File: src/rtl/rec_pkg.sv
// Shared constants, state encoding and parity helper for the serial frame receiver.
package rec_pkg;
  localparam int FRAME_W = 44;
  localparam int CNT_W   = $clog2(FRAME_W + 1);

  typedef enum logic [1:0] {IDLE, DATA, PARITY} rec_state_t;

  // Even parity: the running XOR of the data bits combined with the parity bit is 0 for a clean frame.
  function automatic logic par_err(input logic run_par, input logic par_bit);
    return run_par ^ par_bit;
  endfunction
endpackage

File: src/rtl/rec_shift.sv
// Receive shift register: MSB-first capture of the serial line with a running XOR of the shifted bits.
module rec_shift import rec_pkg::*; #(
  parameter int W = FRAME_W
) (
  input  logic         clk,
  input  logic         rst,
  input  logic         clr,
  input  logic         shift_en,
  input  logic         din,
  output logic [W-1:0] q,
  output logic         par
);

  always_ff @(posedge clk) begin
    if (rst || clr) begin
      q   <= '0;
      par <= 1'b0;
    end else if (shift_en) begin
      q   <= {q[W-2:0], din};
      par <= par ^ din;
    end
  end

endmodule

File: src/rtl/rec_frame_ctrl.sv
// Frame controller: start-bit detect, 44-bit capture, even-parity check and a single-entry valid/ready output register.
module rec_frame_ctrl #(
  parameter int FRAME_W = rec_pkg::FRAME_W,
  parameter int CNT_W   = rec_pkg::CNT_W
) (
  input  logic               clk,
  input  logic               rst,
  input  logic               en,
  input  logic               ain,
  output logic [FRAME_W-1:0] frame_data,
  output logic               frame_valid,
  input  logic               frame_ready,
  output logic               frame_err,
  output logic               overrun,
  output logic               busy,
  output logic [CNT_W-1:0]   bit_cnt
);

  localparam logic [CNT_W-1:0] LAST = CNT_W'(FRAME_W - 1);

  rec_pkg::rec_state_t state, nxt;
  logic               clr, shift_en, commit;
  logic [FRAME_W-1:0] sh_q;
  logic               sh_par;

  rec_shift #(.W(FRAME_W)) u_shift (
    .clk      (clk),
    .rst      (rst),
    .clr      (clr),
    .shift_en (shift_en),
    .din      (ain),
    .q        (sh_q),
    .par      (sh_par)
  );

  always_ff @(posedge clk) begin
    if (rst) state <= rec_pkg::IDLE;
    else     state <= nxt;
  end

  always_comb begin
    nxt      = state;
    clr      = 1'b0;
    shift_en = 1'b0;
    commit   = 1'b0;
    case (state)
      rec_pkg::IDLE: begin
        if (en && ain) begin
          clr = 1'b1;
          nxt = rec_pkg::DATA;
        end
      end
      rec_pkg::DATA: begin
        if (!en) nxt = rec_pkg::IDLE;
        else begin
          shift_en = 1'b1;
          if (bit_cnt == LAST) nxt = rec_pkg::PARITY;
        end
      end
      rec_pkg::PARITY: begin
        // An abort here simply discards the frame: no commit, no overrun.
        commit = en;
        nxt    = rec_pkg::IDLE;
      end
      default: nxt = rec_pkg::IDLE;
    endcase
  end

  always_ff @(posedge clk) begin
    if (rst) begin
      bit_cnt     <= '0;
      frame_data  <= '0;
      frame_valid <= 1'b0;
      frame_err   <= 1'b0;
      overrun     <= 1'b0;
    end else begin
      overrun <= 1'b0;
      if (clr)                          bit_cnt <= '0;
      else if (shift_en && bit_cnt != LAST) bit_cnt <= bit_cnt + CNT_W'(1);

      // A commit may reuse the slot in the same cycle the pending frame is accepted.
      if (commit && (!frame_valid || frame_ready)) begin
        frame_data  <= sh_q;
        frame_err   <= rec_pkg::par_err(sh_par, ain);
        frame_valid <= 1'b1;
      end else if (commit) begin
        overrun <= 1'b1;
      end else if (frame_valid && frame_ready) begin
        frame_valid <= 1'b0;
      end
    end
  end

  assign busy = (state != rec_pkg::IDLE);

endmodule

File: config.mk
export PLATFORM = sky130hd
export DESIGN_NAME = rec_frame_ctrl
export DESIGN_NICKNAME = d
export VERILOG_FILES = /design/src/rtl/rec_pkg.sv /design/src/rtl/rec_shift.sv /design/src/rtl/rec_frame_ctrl.sv
export SDC_FILE = /design/constraint.sdc
export NUM_CORES = 1
export LEC_CHECK = 0
export ABC_AREA = 1
export ABC_CLOCK_PERIOD_IN_PS = 1650
export CORE_ASPECT_RATIO = 0.75
export CORE_MARGIN = 10
export CORE_UTILIZATION = 52
export DETAILED_ROUTE_END_ITERATION = 10
export PLACE_DENSITY = 0.78
export SYNTH_ARGS = -nofsm -noshare
export SYNTH_HDL_FRONTEND = slang
export SYNTH_SLANG_ARGS = --single-unit
File: constraint.sdc
create_clock -name clk -period 1.65 [get_ports clk]
set_clock_uncertainty 0.05 [all_clocks]
set_input_delay 0.33 -clock clk [delete_from_list [all_inputs] [get_ports clk]]
set_output_delay 0.33 -clock clk [all_outputs]
set_load 0.02 [all_outputs]
# Word-level counts from Yosys, hierarchy flattened
# Index checks and enable logic that the tools add are counted.
[totals]
wordCells = 44
regBits = 100
out_inout_bits = 54
in_bits = 5
[classes]
n_bitwise = 1
n_addsub = 1
eq_ne = 7
reduce_logical = 14
n_mux = 13
[op_table]
columns = ["op", "count"]
rows = [
  ["1-bit two-way mux", 9],
  ["6-bit by 1-bit adder with 6-bit output (second input constant)", 1],
  ["6-bit equality test (second input constant)", 1],
  ["2-bit two-way mux", 3],
  ["6-bit inequality test (second input constant)", 1],
  ["1-bit logical AND", 4],
  ["2-bit one-hot mux with 2 select lines", 1],
  ["2-bit AND reduction", 2],
  ["2-bit nonzero test", 2],
  ["2-bit OR reduction", 2],
  ["3-bit inequality test (second input constant)", 1],
  ["2-bit by 1-bit equality test with 1-bit output (second input constant)", 1],
  ["2-bit equality test (second input constant)", 1],
  ["2-bit zero test", 1],
  ["1-bit logical OR", 2],
  ["2-bit by 1-bit inequality test with 1-bit output (second input constant)", 1],
  ["2-bit inequality test (second input constant)", 1],
  ["1-bit zero test", 1],
  ["1-bit XOR", 1],
]

# Longest topological paths before layout
[depth]
ltp_word = 5
ltp_mapped = 8
depth_no_buf = 7

# Modules after synthesis
# Synthesis repeated with hierarchy kept, for this count alone.
[hier_totals]
cells_unflattened = 459
area_unflattened_um2 = 3683.5
[modules_own_cells]
columns = ["mod", "seq_area_each_um2", "n_inst", "area_per_inst_um2", "cells_each"]
rows = [
  ["rec_frame_ctrl", 1101.1, 1, 2040.7, 262],
  ["rec_shift", 900.9, 1, 1642.8, 197],
]

# Worst setup path after synthesis
# Ideal clock, no wire load.
[synth_path]
path_kind = "register -> register"
from = "reg bit_cnt[1]"
to = "reg bit_cnt[3]"
setup_time_ns = 0.070
arrival_ns = 1.328
path_buffers = 0
required_time_ns = 1.530
synth_period_minus_slack_ns = 1.447
setup_slack_ns = 0.203
path_stages_with_launch = 8
cell_sequence = "dfxtp_1 > ha_1 > nand2_1 > inv_1 > nand3_1 > nand2_1 > nand2_1 > a21oi_1"
[synth_via]
elab_chain_cells = 2
word_cells_on_any_way = 3
classes_between = "1 x add/sub; 1 x eq/ne; 1 x reduce/logical"
[synth_rtl]
columns = ["item", "line_no", "text"]
rows = [
  ["start: declaration", "rec_frame_ctrl.sv:16", "output logic [CNT_W-1:0] bit_cnt"],
  ["start signal: assignment", "rec_frame_ctrl.sv:79", "else if (shift_en && bit_cnt != LAST) bit_cnt <= bit_cnt + CNT_W'(1);"],
  ["branches (longest 2 deep; another with 6-bit by 1-bit adder with 6-bit output)", "-", ""],
]
# Parallel ways; which one is timed is not known.
# A chain may end at the register's enable or synchronous reset.

# Worst setup path after layout
[layout_path]
from = "reg state[0]"
to = "out busy"
[layout_via]
elab_chain_cells = 1
[layout_rtl]
columns = ["item", "line_no", "text"]
rows = [
  ["start: declaration", "rec_frame_ctrl.sv:21", "rec_pkg::rec_state_t state, nxt;"],
  ["start signal: assignment", "rec_frame_ctrl.sv:37", "if (rst) state <= rec_pkg::IDLE;"],
  ["start signal: assignment", "rec_frame_ctrl.sv:38", "else state <= nxt;"],
  ["2-bit nonzero test", "rec_frame_ctrl.sv:94", "assign busy = (state != rec_pkg::IDLE);"],
  ["end: declaration", "rec_frame_ctrl.sv:15", "output logic busy,"],
]
# Every way passes these cells.

==> run_results.csv <==
group,metric,value,unit
run_status,outcome,"complete, no violations",
timing,drv_slew,0,
synth,syn_area,3571,um^2
floorplanning,dieArea,10620,um^2
cts,cts_root_buffer,"clkbuf_8",
global_route,grt_pass1_vias,2976,
job,cap_violations,0,
setup_path,worstPathCellList,"nor2_1 -> inv_1 -> dlygate4sd2_1",
setup_path,reg2reg_to,"bit_cnt[3]",
cts,cts_max_level,3,
synth,yosys.area.top_type,"dfxtp_1",
synth,postSynthCellCount,460,
timing,tightest_slew,282.6,ps
routing,vias,3082,
setup_path,worstPathMaxFanout,3,
timing,hold_viol,0,
routing,drt_iter0_drc,192,
layout,instances_no_fill,607,
hold_path,hold_path_end,"u_shift.q[28]",
floorplanning,fp.coreArea,6734,um^2
setup_path,start_kind,"flop",
synth,synth.distinct_cells,18,
setup_path,crit_path_top_delay_cell,"dfxtp_1",
power_and_ir_drop,vdd_drop_max,0.0005935,V
hold_path,hp-start,"u_shift.q[27]",
routing,wl,8031,um
placement,hpwl,5333,um
layout,insertedDiodeCount,0,
hold_path,hold_class,"reg -> reg",
cts,numCtsBuffers,9,
placement,place_area,4338,um^2
layout,fin_nets,524,
cts,cts_buffer_depth,2,
floorplanning,die_x,115.7,um
timing,relSlewSlack,0.8109,
synth,ys.flop_type,"dfxtp_1",
timing,setup_viol,0,
synth,synth-edff-count,0,
floorplanning,rows,26,
synth,avgSynthCellArea,7.763,um^2
cts,hold_buffers,0,
cts,clkTransAtPathRegs,90,ps
timing,period_share,0.9417,
routing,first_pass_iters,4,
floorplanning,initial_core_util,0.5303,
synth,netlist_top_cells_area,"dfxtp_1 56%, nand2_1 11%, nor2_1 10%, a21oi_1 7.1%, o21ai_1 4.2%",
routing,ant_nets,0,
synth,synth-seq-area-share,0.5606,
cts,cts_sinks,100,
cts,worstSkewPairLatency,350,ps
synth,async_reset_ff_frac,0,
power_and_ir_drop,powerDensity,944.1,nW/um^2
placement,place_inst,591,
setup_path,arrival,1170,ps
routing,wl_per_cell,13.23,um
setup_path,cp_num_buf_inv,2,
setup_path,max_stage_delay,340,ps
floorplanning,die_y,91.77,um
global_route,grt-ovfl-total,0,
routing,via_per_inst,5.077,
timing,rsz0062_at_grt,"false",
global_route,grt_pass1_wl,13880,um
layout,final_cell_area,4486,um^2
synth,syn_nets,466,
synth,synth.most_common_cell,"nand2_1",
setup_path,r2r_slack,180,ps
floorplanning,io_pins,59,
routing,drc,0,
power_and_ir_drop,power.leakage,2.063,nW
setup_path,r2r_cells,7,
setup_path,crit_required,1270,ps
layout,area_delta_synth_final,25.61,%
synth,synth_top_area_frac,0.5606,
timing,fmax,643.6,MHz
timing,finalCriticalPeriod,1554,ps
setup_path,path_class,"reg -> out",
global_route,track_usage,0.1569,
synth,synthTopCellsByCount,"107 x nand2_1, 100 x dfxtp_1, 98 x nor2_1",
synth,ys_seq_elements,100,
global_route,antenna_found_initial,0,
setup_path,timing.rr.start,"bit_cnt[0]",
timing,tns,0,ps
global_route,grt_max_degree,48,
placement,io_buffers,58,
synth,ys_warn_count,0,
setup_path,cp-end-kind,"output pin",
hold_path,whs_path_depth,2,
layout,layout-drive-gt1-share,0.07075,
setup_path,path_delay_family,"buffers and inverters",
cts,cts_tree,"yes",
placement,place.gp.congestion,0.8233,
## how the worst max path moves through the flow
stage,startpoint,cells after the start,end
2_1_floorplan,bit_cnt[1],7,bit_cnt[3]
5_1_grt,bit_cnt[0],7,bit_cnt[0]
3_5_place_dp,en,7,frame_err
3_3_place_gp,en,7,frame_data[33]
6_report,state[0],3,busy
4_1_cts,state[0],3,busy
## repair_timing
action	CTS	global route
endpoints found under the setup margin	54	0
buffers inserted	0	0
resized for setup	54	0
## stage by stage
stage                     setup slack (ps)  power (mW)  hold WS, ps  utilization
after CTS                            77.68       4.272        429.9       0.6661
after global routing                 9.171       4.370        445.5       0.6661
final                                96.22       4.235        429.1       0.6661
after global placement              -16.68       2.613        410.9       0.6442
after detailed placement            -64.31       2.615        413.7       0.6442
after floorplan                      202.7       2.547        349.1            -
## layout by cell type (no fill, tap or decap), types with 2 or more instances in the layout
| cell type | synthesis | layout |
|---|---|---|
| clkdlybuf4s50_1 | 0 | 4 |
| inv_2 | 2 | 2 |
| dlygate4sd2_1 | 0 | 54 |
| nor3_1 | 3 | 3 |
| clkbuf_8 | 0 | 9 |
| clkbuf_1 | 7 | 2 |
| buf_4 | 0 | 10 |
| clkinvlp_4 | 0 | 2 |
| xor2_1 | 2 | 2 |
| o21ai_1 | 30 | 30 |
| a21oi_1 | 51 | 51 |
| o21ai_0 | 15 | 15 |
| buf_12 | 0 | 8 |
| dfxtp_1 | 100 | 100 |
| bufinv_16 | 0 | 2 |
| nor2_1 | 98 | 98 |
| inv_1 | 9 | 9 |
| nand2_1 | 107 | 106 |
| nand3_1 | 10 | 9 |
## report_power, final
part           internal (mW)  switching [mW]  leakage, nW  total, mW
registers               2.41         0.00309        0.805       2.42
logic                 0.0534          0.0855         1.16      0.139
clock network          0.861           0.817        0.100       1.68
total                   3.33           0.906         2.06       4.23
## tightest hold or removal path, stage by stage (launching register included)
cell and delay, ps:
dfxtp_1 330, nand2_1 60, a21oi_1 50
## flip-flops by register name, indices dropped and copies added (netlist names)
signal,count
frame_data,44
u_shift.q,44
bit_cnt,6
state,2
frame_err,1
frame_valid,1
overrun,1
u_shift.par,1
## per-layer routing
| metal | up-vias | GRT usage | wire, um |
|---|---|---|---|
| li1 | 1584 | - | - |
| met1 | 1430 | 0.1885 | 3450 |
| met2 | 63 | 0.2625 | 3992 |
| met3 | 5 | 0.06185 | 537 |
| met4 | 0 | 0.02807 | 51 |
| met5 | - | 0 | 0 |
## final cells by class
| cell class | count | area [um^2] |
|---|---|---|
| well taps | 84 | 105.1 |
| clock buffers | 11 | 131.4 |
| multi-input cells | 319 | 1370 |
| inverters | 12 | 45.04 |
| flip-flops and latches | 100 | 2002 |
| fillers | 569 | 2248 |
| clock inverters | 5 | 83.83 |
| repair buffers | 76 | 748.2 |
## cells by family after synthesis
kind of cell,share of synthesized area
AO/OA/AOI/OAI,0.1345
adder cells (fa/ha/maj),0.003503
buffers and inverters,0.05781
XOR/XNOR,0.004906
AND/OR/NAND/NOR,0.2386
flip-flops,0.5606
No activity file was read; power rests on OpenSTA's default activity.
